[src/rtl/deadlock_report_arbiter.sv]
// Collects per-unit deadlock flags, elects the lowest-index origin and confirms
// persistence before declaring deadlock. A false alarm pulses token_clear instead.
module deadlock_report_arbiter #(
  parameter int PROC_NUM       = 3,
  parameter int CONFIRM_CYCLES = 16,
  parameter int CLEAR_CYCLES   = 2
) (
  input  logic                clock,
  input  logic                reset,
  input  logic [PROC_NUM-1:0] dl_in_vec,
  output logic                dl_detect_out,
  output logic [PROC_NUM-1:0] origin,
  output logic                token_clear,
  output logic                report_vld,
  output logic [4:0]          report_proc,
  output logic [7:0]          false_alarm_cnt
);

  localparam int MAXC = (CONFIRM_CYCLES > CLEAR_CYCLES) ? CONFIRM_CYCLES : CLEAR_CYCLES;
  localparam int CW   = $clog2(MAXC) + 1;

  typedef enum logic [1:0] {
    S_IDLE,
    S_CONFIRM,
    S_CLEAR,
    S_DETECTED
  } state_t;

  state_t              r_state, w_state_nxt;
  logic [CW-1:0]       r_cnt, w_cnt_nxt;
  logic [PROC_NUM-1:0] r_origin, w_origin_nxt;
  logic [4:0]          r_idx, w_idx_nxt;
  logic                r_detect, w_detect_nxt;
  logic                r_tclr, w_tclr_nxt;
  logic                r_rvld, w_rvld_nxt;
  logic [4:0]          r_rproc, w_rproc_nxt;
  logic [7:0]          r_fa, w_fa_nxt;

  logic [PROC_NUM-1:0] w_low_onehot;
  logic [4:0]          w_low_idx;
  logic                w_found;
  logic                w_origin_hit;

  // Lowest-index set flag wins the election.
  always_comb begin
    w_low_onehot = '0;
    w_low_idx    = '0;
    w_found      = 1'b0;
    for (int unsigned i = 0; i < PROC_NUM; i++) begin
      if (dl_in_vec[i] && !w_found) begin
        w_found         = 1'b1;
        w_low_onehot[i] = 1'b1;
        w_low_idx       = 5'(i);
      end
    end
  end

  assign w_origin_hit = |(dl_in_vec & r_origin);

  always_comb begin
    w_state_nxt  = r_state;
    w_cnt_nxt    = r_cnt;
    w_origin_nxt = r_origin;
    w_idx_nxt    = r_idx;
    w_detect_nxt = r_detect;
    w_tclr_nxt   = 1'b0;
    w_rvld_nxt   = 1'b0;
    w_rproc_nxt  = r_rproc;
    w_fa_nxt     = r_fa;
    case (r_state)
      S_IDLE: begin
        w_origin_nxt = '0;
        if (w_found) begin
          w_state_nxt  = S_CONFIRM;
          w_cnt_nxt    = '0;
          w_origin_nxt = w_low_onehot;
          w_idx_nxt    = w_low_idx;
        end
      end
      S_CONFIRM: begin
        if (w_origin_hit) begin
          w_cnt_nxt = r_cnt + 1'b1;
          if (r_cnt == CW'(CONFIRM_CYCLES - 1)) begin
            w_state_nxt  = S_DETECTED;
            w_detect_nxt = 1'b1;
            w_rvld_nxt   = 1'b1;
            w_rproc_nxt  = r_idx;
          end
        end else begin
          w_state_nxt  = S_CLEAR;
          w_cnt_nxt    = '0;
          w_origin_nxt = '0;
          w_tclr_nxt   = 1'b1;
          if (r_fa != 8'hFF) w_fa_nxt = r_fa + 8'd1;
        end
      end
      S_CLEAR: begin
        // token_clear is registered, so it is driven for the cycle that follows.
        if (r_cnt == CW'(CLEAR_CYCLES - 1)) begin
          w_state_nxt = S_IDLE;
          w_cnt_nxt   = '0;
        end else begin
          w_cnt_nxt  = r_cnt + 1'b1;
          w_tclr_nxt = 1'b1;
        end
      end
      S_DETECTED: begin
        w_state_nxt = S_DETECTED;
      end
      default: w_state_nxt = S_IDLE;
    endcase
  end

  always_ff @(posedge clock or negedge reset) begin
    if (!reset) begin
      r_state  <= S_IDLE;
      r_cnt    <= '0;
      r_origin <= '0;
      r_idx    <= '0;
      r_detect <= 1'b0;
      r_tclr   <= 1'b0;
      r_rvld   <= 1'b0;
      r_rproc  <= '0;
      r_fa     <= '0;
    end else begin
      r_state  <= w_state_nxt;
      r_cnt    <= w_cnt_nxt;
      r_origin <= w_origin_nxt;
      r_idx    <= w_idx_nxt;
      r_detect <= w_detect_nxt;
      r_tclr   <= w_tclr_nxt;
      r_rvld   <= w_rvld_nxt;
      r_rproc  <= w_rproc_nxt;
      r_fa     <= w_fa_nxt;
    end
  end

  assign dl_detect_out   = r_detect;
  assign origin          = r_origin;
  assign token_clear     = r_tclr;
  assign report_vld      = r_rvld;
  assign report_proc     = r_rproc;
  assign false_alarm_cnt = r_fa;

endmodule

[config.mk]
export PLATFORM = sky130hd
export DESIGN_NAME = deadlock_report_arbiter
export DESIGN_NICKNAME = d
export VERILOG_FILES = /design/src/rtl/deadlock_report_arbiter.sv
export SDC_FILE = /design/constraint.sdc
export NUM_CORES = 1
export LEC_CHECK = 0
export CORE_MARGIN = 2
export CORE_UTILIZATION = 65
export DETAILED_ROUTE_END_ITERATION = 12
export DONT_BUFFER_PORTS = 1
export PLACE_DENSITY = 0.81
export SLEW_MARGIN = 30
export SYNTH_ARGS = -nofsm -noshare
export SYNTH_HDL_FRONTEND = slang
export SYNTH_SLANG_ARGS = --single-unit
[constraint.sdc]
create_clock -name clock -period 4.74 [get_ports clock]
set_clock_uncertainty 0.2 [all_clocks]
set_input_delay 0.474 -clock clock [delete_from_list [all_inputs] [get_ports clock]]
set_output_delay 0.474 -clock clock [all_outputs]
set_load 0.01 [all_outputs]
# Word-level counts from Yosys, hierarchy flattened

Cells that the tools add are included.

Add/subtract/negate cells: 2
Equality and inequality tests: 10
Multiplexer cells: 25
Bitwise operators: 2
Reduce and logical (&&, ||, !) cells: 14

Operator list:

| cell                | number |
|---|---|
| $mux 5              | 4 |
| $pmux 5 s3          | 1 |
| $mux 1              | 11 |
| $reduce_and 3->1    | 3 |
| $add 8x1->8 const B | 1 |
| $mux 2              | 4 |
| $ne 8x8->1 const B  | 1 |
| $pmux 2 s4          | 1 |
| $mux 3              | 2 |
| $ne 2x2->1 const B  | 3 |
| $pmux 3 s2          | 1 |
| $reduce_and 2->1    | 3 |
| $add 5x1->5 const B | 1 |
| $eq 5x1->1 const B  | 1 |
| $eq 5x4->1 const B  | 1 |
| $eq 2x2->1 const B  | 2 |
| $and 3x3->3         | 1 |
| $ne 3x3->1 const B  | 1 |
| $reduce_bool 3->1   | 1 |
| $reduce_or 3->1     | 1 |
| $eq 2x1->1 const B  | 1 |
| $logic_and 1x1->1   | 2 |
| $logic_not 1->1     | 2 |
| $logic_not 2->1     | 1 |
| 3 further kinds     | 3 |

Bits in registers: 31
Bits of input ports: 5
Output and inout bits: 19

# Depth between registers and ports, before layout

Depth after elaboration: 9
Gate-level depth with buffers: 7
Mapped depth without buffers: 6

# Worst setup path after synthesis

OpenSTA, ideal clock, no wires.

Kind: input port to flip-flop
Start point: input port dl_in_vec[0]
End point: register r_rproc[0] (netlist: report_proc[0])
Data arrival time: 1.710 ns
Required time: 4.415 ns
Setup slack: 2.706 ns
Cell stages on the path: 4
Buffers on the path: 0
Path through: a222oi_1 -> and2b_2 -> nand2_1 -> mux2_2

Longest elaborated chain between the ends: 3

RTL lines:

| element                           | RTL line | RTL |
|---|---|---|
| start, declared                   | 10       | `input logic [PROC_NUM-1:0] dl_in_vec,` |
| $and 3x3->3                       | 58       | `assign w_origin_hit = \|(dl_in_vec & r_origin);` |
| $reduce_or 3->1                   | 58       |  |
| $reduce_and 3->1 (no source line) | -        |  |
| end signal, assigned              | 133      | `r_rproc <= w_rproc_nxt;` |
| end, declared                     | 36       | `logic [4:0] r_rproc, w_rproc_nxt;` |

Every way passes these cells.
A chain may end at the register's enable or synchronous reset.

# Worst setup path after layout

Start point: register r_origin[0] (netlist: origin[0])
End point: register r_rproc[0] (netlist: report_proc[0])

Longest elaborated chain between the ends: 3

RTL lines:

| element                           | RTL line | RTL |
|---|---|---|
| start, declared                   | 31       | `logic [PROC_NUM-1:0] r_origin, w_origin_nxt;` |
| start signal, assigned            | 128      | `r_origin <= w_origin_nxt;` |
| $and 3x3->3                       | 58       |  |
| $reduce_or 3->1                   | 58       |  |
| $reduce_and 3->1 (no source line) | -        |  |

Every way passes these cells.

==> metrics.csv <==
metric,value,unit
FP Rows,16,
drt pass-1 iters,4,
Antenna Nets Post-Route,0,
DR iter-0 viols,21,
TritonCTS Buffers,3,
CP Cell Sequence,a222oi_1 -> and2b_2 -> nand2_1 -> mux2_2,
Synth async-reset ratio,1.00,
routed length per instance,14.4,microns
CP Capture Type,register,
first-pass GRT wire length,3.23,mm
Ant. Diodes,0,
critical path data required time,4.74,ns
Finished Core Util,0.699,
core area,1900,sq um
Clock Tree Buf Depth,2,
CTS tree,done,
"Slew Viols, Final",0,
clock transition at the registers of the reported paths,0.12,ns
Fin. Hold Viols,0,
total setup buffers inserted after CTS,0,
detailed-route DRC error count,0,
CP Launch Type,register,
H-tree Lvls,1,
max_slew headroom,0.512,
TritonCTS Sinks,25,
Synth area leaders,"dfrtp_1, ha_1, xnor2_1, inv_1, mux2_2",
Synth Instances,117,
Area Growth Syn to Fin,4.42,%
crit path kind,register to register,
layout net count,136,
Synth area leader,dfrtp_1,
gr ovfl total,0,
DR vias/cell,5.83,
pwr dens,235,nW/um^2
share of layout cells above drive strength 1,0.0992,
HPWL after detailed placement,1.64,mm
# fillers,157,
CP peak stage delay,0.71,ns
Starting Density,0.669,
PortBufs,0,
Root Buffer,clkbuf_4,
leading cell types by count after synthesis,"dfrtp_1, inv_1, ha_1",
max-cap check violation count,0,
Synth top area share,0.492,
die extent in x,48.2,microns
worst-path fanout max,6,
fin crit period,2.26,ns
Worst-Skew Late Latency,0.31,ns
Seq cells post-synth,25,
Peak VDD IR,190,uV
Max Freq,443,MHz
die area,2330,sq um
routability cong.,0.727,
Leak,0.000640,uW
"Seq/Total Area, Yosys",0.492,
CP max-delay cell,a222oi_1,
pin count of the biggest net entering global routing,26,
Fin Setup TNS,0,ns
unrepaired setup endpoints after global routing,false,
post-synthesis instance area,1270,sq um
worst min-delay path class,input pin to register,
number of global-route vias before repair,736,
height of the chip,48.2,microns
final wirelength,2.13,mm
outcome,"complete, no violations",
Synth Warn #,0,
Avg Inst Size Synth,10.9,sq um
register area,626,sq um
final setup fails,0,
gr usage total,0.207,
Final Cycle Share,0.476,
initial antenna violation count,0,
Arrival @ worst endpoint,2.26,ns
area of the multi-input gates,591,sq um
most common cell in the netlist,dfrtp_1,
Post-synth EDFFs,0,
worst-margin pin slew,0.731,ns
IO Count,24,
Synth Flop Type,dfrtp_1,
unique cell type count in the Yosys netlist,34,
Vias,863,
-- final cells by class --
type	count	share of cell area
inverters	10	0.0282
well taps	27	0.0254
clock buffers	4	0.0198
repair buffers	2	0.0113
flip-flops and latches	25	0.471
multi-input cells	80	0.444
-- flip-flops by register name, indices dropped and copies added (netlist names) --
signal,count
r_state,2
report_proc,2
report_vld,1
token_clear,1
false_alarm_cnt,8
origin,3
r_idx,2
r_cnt,5
dl_detect_out,1
-- routing by layer --
metal  share of wire  GRT usage
met1            0.42      0.254
met2            0.53      0.345
met3           0.038     0.0444
met4           0.016     0.0973
met5               0          0
-- report_power, final --
part	leakage (uW)	internal (uW)	switching [uW]	total, uW
sequential	0.000308	213	0	213
clock	0.0000150	32.9	59.4	92.2
combinational	0.000318	1.48	5.45	6.93
-- cells by family after synthesis --
logic type	Yosys count	share of synthesized area
flip-flops	25	0.492
XOR/XNOR	7	0.0482
AO/OA/AOI/OAI	20	0.117
other	1	0.00295
multiplexers	5	0.0423
adder cells (fa/ha/maj)	9	0.0885
AND/OR/NAND/NOR	36	0.159
buffers and inverters	14	0.0501
-- layout by cell type (no fill, tap or decap), types with 3 or more instances in the layout --
| cell | synthesis | final |
|---|---|---|
| nand2b_1 | 5 | 5 |
| ha_1 | 9 | 9 |
| clkbuf_4 | 0 | 3 |
| and3_1 | 5 | 5 |
| nor2_1 | 4 | 4 |
| dfrtp_1 | 25 | 25 |
| inv_1 | 10 | 10 |
| nand2_1 | 7 | 7 |
| xnor2_1 | 5 | 5 |
| mux2_2 | 3 | 3 |
| conb_1 | 1 | 3 |
| nand4_1 | 4 | 4 |
| o21ai_0 | 6 | 6 |
-- critical path: cells and delay by family, from the launching register on --
kind	cells	cell delay, ns
flip-flops	1	0.45
multiplexers	1	0.35
AND/OR/NAND/NOR	2	0.44
AO/OA/AOI/OAI	1	0.71
-- worst paths after layout --
kind | from | to | slack (ns) | cells after the start
max | origin[0]$_DFFE_PN0P_ | report_proc[0]$_DFFE_PN0P_ | 2.48 | 4
min | dl_in_vec[0] | r_idx[0]$_DFFE_PN0P_ | 0.03 | 1
max reg2reg | origin[0]$_DFFE_PN0P_ | report_proc[0]$_DFFE_PN0P_ | 2.48 | 4
min reg2reg | r_idx[1]$_DFFE_PN0P_ | report_proc[1]$_DFFE_PN0P_ | 0.34 | 1
max in group asynchronous | reset | origin[2]$_DFFE_PN0P_ | 3.53 | 2
min in group asynchronous | reset | r_cnt[0]$_DFFE_PN0P_ | 0.46 | 2
-- through the flow --
stage / cells / hold slack (ns) / worst slack, ns / area [sq um] / total power, uW
global placement: 142 / -0.0211 / 2.56 / 1290 / 219
detailed placement: 142 / -0.0210 / 2.50 / 1290 / 219
floorplan: 119 / -0.0216 / 2.71 / 1280 / 221
finish: 148 / 0.0340 / 2.48 / 1330 / 312
global route: 148 / 0.0242 / 2.41 / 1330 / 326
CTS: 147 / 0.0276 / 2.50 / 1320 / 315
-- what timing repair did --
action,in CTS,in global routing
hold buffers,1,1
resized for setup,0,0
endpoints found under the hold margin,25,25
No activity file was read; power rests on OpenSTA's default activity.
